## config.mk

```make
export PLATFORM = sky130hd
export DESIGN_NAME = out_regfile_drain
export DESIGN_NICKNAME = d
export VERILOG_FILES = /design/src/rtl/out_regfile_drain.sv
export SDC_FILE = /design/constraint.sdc
export NUM_CORES = 1
export LEC_CHECK = 0
export ABC_AREA = 1
export ABC_CLOCK_PERIOD_IN_PS = 3500
export CELL_PAD_IN_SITES_DETAIL_PLACEMENT = 0
export CELL_PAD_IN_SITES_GLOBAL_PLACEMENT = 2
export CORE_ASPECT_RATIO = 0.75
export CORE_MARGIN = 2
export CORE_UTILIZATION = 35
export DETAILED_ROUTE_END_ITERATION = 7
export GPL_TIMING_DRIVEN = 0
export HOLD_SLACK_MARGIN = 0.02
export PLACE_DENSITY = 0.91
export SLEW_MARGIN = 10
export SYNTH_ARGS = -nofsm -noshare
export SYNTH_HDL_FRONTEND = slang
export SYNTH_SLANG_ARGS = --single-unit
```

## constraint.sdc

```tcl
create_clock -name clk -period 3.5 [get_ports clk]
set_clock_uncertainty 0.2 [all_clocks]
set_input_delay 1.05 -clock clk [delete_from_list [all_inputs] [get_ports clk]]
set_output_delay 1.05 -clock clk [all_outputs]
set_load 0.005 [all_outputs]
```

## src/rtl/out_regfile_drain.sv

```systemverilog
// out_regfile_drain: walks the CONV output partial-sum register file and streams each word out on valid/ready.
// Build option OUT_DRAIN_RELU_EN: per-lane ReLU on the FIFO head before it reaches out_data.
module out_regfile_drain #(
    parameter int  Nout      = 3,
    parameter int  Pout      = 2,
    parameter int  BIT_WIDTH = 8,
    localparam int NWORDS    = (Nout + Pout - 1) / Pout,
    localparam int AW        = (NWORDS > 1) ? $clog2(NWORDS) : 1,
    localparam int DW        = Pout * BIT_WIDTH
) (
    input  logic          clk,
    input  logic          rst,
    input  logic          start,
    output logic          busy,
    output logic          done,
    output logic          rf_read_en,
    output logic [AW-1:0] rf_read_addr,
    input  logic [DW-1:0] rf_read_data,
    output logic          out_valid,
    input  logic          out_ready,
    output logic [DW-1:0] out_data,
    output logic [AW-1:0] out_addr,
    output logic          out_last
);

    // state    | meaning
    // ST_IDLE  | waiting for start
    // ST_READ  | issuing reads, gated by FIFO credit
    // ST_FLUSH | all reads issued, draining in-flight read and FIFO
    // ST_DONE  | one-cycle done pulse
    typedef enum logic [1:0] {
        ST_IDLE,
        ST_READ,
        ST_FLUSH,
        ST_DONE
    } state_t;

    localparam logic [AW-1:0] LAST_ADDR = AW'(NWORDS - 1);

    state_t        state_q, state_d;
    logic [AW-1:0] rd_cnt_q, rd_cnt_d;

    logic          rd_pend_q;
    logic [AW-1:0] pend_addr_q;
    logic          pend_last_q;

    logic [DW-1:0] fifo_data_q [2];
    logic [AW-1:0] fifo_addr_q [2];
    logic          fifo_last_q [2];
    logic          wr_ptr_q;
    logic          rd_ptr_q;
    logic [1:0]    count_q;

    logic          push;
    logic          pop;
    logic          credit_ok;
    logic [2:0]    occ_sum;
    logic [2:0]    occ_cap;
    logic [DW-1:0] head_data;

    assign out_valid = (count_q != 2'd0);
    assign pop       = out_valid & out_ready;
    assign push      = rd_pend_q;

    // A new read needs a FIFO slot for itself after this cycle's pop; in-flight data already holds one.
    assign occ_sum   = {1'b0, count_q} + {2'b00, rd_pend_q} + 3'd1;
    assign occ_cap   = 3'd2 + {2'b00, pop};
    assign credit_ok = (occ_sum <= occ_cap);

    assign rf_read_addr = rd_cnt_q;

    always_ff @(posedge clk) begin
        if (rst) begin
            state_q  <= ST_IDLE;
            rd_cnt_q <= '0;
        end else begin
            state_q  <= state_d;
            rd_cnt_q <= rd_cnt_d;
        end
    end

    always_comb begin
        state_d    = state_q;
        rd_cnt_d   = rd_cnt_q;
        rf_read_en = 1'b0;
        busy       = 1'b0;
        done       = 1'b0;
        case (state_q)
            ST_IDLE: begin
                if (start) begin
                    state_d  = ST_READ;
                    rd_cnt_d = '0;
                end
            end
            ST_READ: begin
                busy = 1'b1;
                if (credit_ok) begin
                    rf_read_en = 1'b1;
                    if (rd_cnt_q == LAST_ADDR) begin
                        state_d = ST_FLUSH;
                    end else begin
                        rd_cnt_d = rd_cnt_q + 1'b1;
                    end
                end
            end
            ST_FLUSH: begin
                busy = 1'b1;
                // Leave as the FIFO empties, so done lands the cycle after the final handshake.
                if (!rd_pend_q && ((count_q == 2'd0) || ((count_q == 2'd1) && pop))) begin
                    state_d = ST_DONE;
                end
            end
            ST_DONE: begin
                busy     = 1'b1;
                done     = 1'b1;
                rd_cnt_d = '0;
                state_d  = ST_IDLE;
            end
            default: begin
                state_d = ST_IDLE;
            end
        endcase
    end

    always_ff @(posedge clk) begin
        if (rst) begin
            rd_pend_q   <= 1'b0;
            pend_addr_q <= '0;
            pend_last_q <= 1'b0;
        end else begin
            rd_pend_q <= rf_read_en;
            if (rf_read_en) begin
                pend_addr_q <= rd_cnt_q;
                pend_last_q <= (rd_cnt_q == LAST_ADDR);
            end
        end
    end

    // Two-entry skid FIFO; credit guarantees a push never meets a full FIFO.
    always_ff @(posedge clk) begin
        if (rst) begin
            wr_ptr_q <= 1'b0;
            rd_ptr_q <= 1'b0;
            count_q  <= 2'd0;
            for (int i = 0; i < 2; i++) begin
                fifo_data_q[i] <= '0;
                fifo_addr_q[i] <= '0;
                fifo_last_q[i] <= 1'b0;
            end
        end else begin
            if (push) begin
                fifo_data_q[wr_ptr_q] <= rf_read_data;
                fifo_addr_q[wr_ptr_q] <= pend_addr_q;
                fifo_last_q[wr_ptr_q] <= pend_last_q;
                wr_ptr_q              <= ~wr_ptr_q;
            end
            if (pop) begin
                rd_ptr_q <= ~rd_ptr_q;
            end
            case ({push, pop})
                2'b10:   count_q <= count_q + 2'd1;
                2'b01:   count_q <= count_q - 2'd1;
                default: count_q <= count_q;
            endcase
        end
    end

    assign head_data = fifo_data_q[rd_ptr_q];
    assign out_addr  = fifo_addr_q[rd_ptr_q];
    assign out_last  = fifo_last_q[rd_ptr_q];

`ifdef OUT_DRAIN_RELU_EN
    for (genvar g = 0; g < Pout; g++) begin : g_relu
        assign out_data[g*BIT_WIDTH +: BIT_WIDTH] =
            head_data[g*BIT_WIDTH + BIT_WIDTH - 1] ? '0 : head_data[g*BIT_WIDTH +: BIT_WIDTH];
    end
`else
    assign out_data = head_data;
`endif

endmodule

```

==> run_results.csv <==
group,metric,value,unit
run_status,outcome,"finished, final reports clean",
flow_run,drv_cap,0,
worst_setup_path,crit_type,"input pin to output pin",
sta,setup-tns-final,0,ns
final_layout,area_growth,29.53,%
grt,grtUsageTotal,12.26,%
placement,portBuffers,42,
sta,worst_slack,0.05900,ns
power_and_ir_drop,ir_drop,221.4,uV
power_and_ir_drop,power_leakage,1.230,nW
clocking,postCtsHoldBufs,0,
worst_setup_path,crit_buf_inv,4,
clocking,insertion_delay,0.29,ns
worst_setup_path,r2r_end,"fifo_data_q[0][3]",
sta,holdWs,0.2895,ns
worst_setup_path,crit_path_max_fanout,2,
clocking,cts_made_buffers,5,
worst_setup_path,crit_chain,"dlygate4sd2_1, nand2_2, inv_1, ha_4, nand3_2, nand2_1, nand2_2, inv_1, dlygate4sd2_1",
worst_setup_path,reg2reg_from,"push",
yosys,synth_cell_types,22,
drt,wl,3.862,mm
final_layout,fin_nets,277,
yosys,synth_top_area_share,47.44,%
yosys,ys_ff_latch,44,
worst_setup_path,end_kind,"output pin",
yosys,syn_inst,195,
worst_hold_path,hp-start,"rf_read_addr",
worst_setup_path,worstSetupStartpointType,"input pin",
yosys,synthMuxAreaShare,9.244,%
clocking,clkTransAtPathRegs,0.08,ns
die,dieHeight,71.91,um
sta,setup_viol,0,
grt,grt_pass1_vias,1427,
sta,period_share,98.31,%
drt,ant_nets,0,
grt,grt_max_degree,18,
die,core-area,5886,um2
worst_setup_path,cp.depth,9,
worst_setup_path,reg2reg_depth,5,
drt,vias_per_cell,4.280,
yosys,synth-xor-area-share,1.221,%
power_and_ir_drop,power.density,621.7,nW/um2
sta,tightest_slew,0.7880,ns
yosys,netlist_area,2152,um2
yosys,yosysTopAreaCell,"edfxtp_1",
worst_setup_path,slowest_stage,"ha_4",
worst_setup_path,max_stage_delay,0.27,ns
sta,max-slew-margin-rel,47.34,%
die,start_util,36.56,%
final_layout,drive_above_1_share,19.43,%
clocking,clock_path_buffers,2,
sta,hold_violations,0,
worst_setup_path,cp.arrival,2.19,ns
sta,report.final.slew_viol_count,0,
die,io_pins,43,
worst_hold_path,hp-class,"register to register",
die,die_w,94.55,um
yosys,synth_top_family_by_area,"simple AND/OR/NAND/NOR gates",
die,die_area,6799,um2
grt,grt_pass1_wl,6.313,mm
placement,gp_routability_congestion,0.7007,
worst_setup_path,endpoint,"rf_read_en",
clocking,cts.sink_count,44,
yosys,synth-adder-area-share,6.395,%
worst_setup_path,r2r_slack,1.48,ns
yosys,synth_nets,226,
drt,via_count,1391,
clocking,cts_htree_levels,2,
placement,dp_slack,-0.5205,ns
placement,dp_hpwl,2.813,mm
yosys,synthTopCellsByArea,"edfxtp_1 (47%), dfxtp_1 (9.3%), mux2_2 (7.8%)",
worst_setup_path,cp-startpoint,"out_ready",
yosys,synth_simple_gate_area_share,15.41,%
final_layout,final_util,47.36,%
final_layout,diodes,0,
yosys,synth_compound_area_share,1.395,%
clocking,clock-root-buffer,"clkbuf_8",
drt,initialDrtViolationCount,52,
sta,fin_crit,3.441,ns
yosys,seq_area_frac_synth,56.74,%
drt,route.detailed.drc,0,
grt,antenna_found_initial,0,
yosys,syn_avg_cell_area,11.04,um2
power_and_ir_drop,finalPower,1.733,mW
drt,wl_per_cell,11.88,um
final_layout,fillCellCount,579,
worst_setup_path,cp_top_family,"buffers and inverters",
die,rows,24,
drt,drt_pre_antenna_iters,4,
yosys,ys_warn_count,0,
sta,max_freq,290.6,MHz
clocking,cts_tree,"built",
grt,grt.overflow.total,0,
worst_setup_path,worstPathRequired,2.25,ns
-- worst register-to-register path, cell delays in order (launching register included) --
cell	delay (ns)
dfxtp_1	0.39
inv_2	0.10
nor2_4	0.10
nand2_4	0.11
buf_12	0.18
nand2_1	0.56
-- synth_stat cells --
master and n:
inv_1 36, edfxtp_1 34, nor2_1 33, nand2_1 20, mux2_2 15, ha_1 11
dfxtp_1 10, nor2_2 7, nand3_1 5, a21oi_1 3, buf_6 3, o21ai_0 3
xor2_1 3, mux2_4 2, nand4_1 2, nor2_4 2, buf_12 1, buf_4 1
inv_2 1, inv_4 1, nand2_4 1, nand3_4 1
-- cell type report --
type / count / area (um2) / area share, %
plain buffers: 5 / 61.31 / 2.199
clock buffers: 5 / 68.82 / 2.469
clock inverters: 3 / 13.76 / 0.4937
inverters: 38 / 145.1 / 5.206
multi-input cells: 108 / 747.0 / 26.80
flip-flops and latches: 44 / 1221 / 43.81
well taps: 78 / 97.59 / 3.501
repair buffers: 44 / 432.9 / 15.53
-- kinds of logic after synthesis --
| family | count (synthesis) |
|---|---|
| xor gates and xnor gates | 3 |
| muxes | 17 |
| DFF | 44 |
| buffers and inverters | 43 |
| and+or+nand+nor | 71 |
| AOI/OAI and AO/OA | 6 |
| adders and majority gates | 11 |
-- flip-flops by register name, summed over array words and instances (netlist names), named ones only --
register	cells
count_q	2
fifo_data_q	32
fifo_last_q	2
pend_last_q	1
push	1
rd_ptr_q	1
rf_read_addr	1
state_q	2
wr_ptr_q	1
-- what timing repair did --
item,in CTS,in global routing
resized for setup,4,2
buffers inserted,2,0
pin swaps,1,1
setup endpoints to repair,1,1
-- where the power goes --
| part | switching (mW) | internal, mW |
|---|---|---|
| Sequential | 0.0401 | 0.647 |
| Clock | 0.162 | 0.135 |
| Combinational | 0.354 | 0.395 |
-- layout by cell type (no fill, tap or decap) --
master / count
buf_6: 3
ha_1: 10
nand3_2: 1
inv_1: 36
xor2_1: 3
mux2_2: 15
dfxtp_1: 10
inv_4: 1
o21ai_0: 3
clkinv_1: 1
edfxtp_1: 34
clkbuf_8: 5
ha_4: 1
buf_4: 3
mux2_4: 2
inv_2: 1
dlygate4sd2_1: 2
a21oi_1: 3
nor2_2: 7
clkinv_2: 2
nand3_4: 1
nand4_1: 2
nand2_4: 1
nand2_2: 2
clkdlybuf4s50_1: 40
nand3_1: 4
buf_12: 1
nand2_1: 18
nor2_1: 33
nor2_4: 2
-- how the worst min path moves through the flow --
stage	slack (ns)	depth (start not counted)	to
after detailed placement	0.29	2	rf_read_addr
after CTS	0.30	2	rf_read_addr
after global routing	0.32	2	rf_read_addr
after global placement	0.28	2	pend_last_q
final	0.29	2	rf_read_addr
after floorplan	0.25	2	pend_last_q
-- layer usage --
| metal | up-vias | global-route usage, % | part of all wire, % |
|---|---|---|---|
| met5 | - | 0 | 0 |
| met4 | 0 | 3.221 | 0.80 |
| met3 | 5 | 4.050 | 5.3 |
| met2 | 32 | 20.40 | 46 |
| met1 | 633 | 15.55 | 48 |
| li1 | 721 | - | - |
-- through the flow --
step | instance area, um2 | std cells
finish | 2788 | 325
global route | 2788 | 325
CTS | 2770 | 325
detailed placement | 2670 | 315
global placement | 2670 | 315
floorplan | 2152 | 195
No activity file was read; power rests on OpenSTA's default activity.
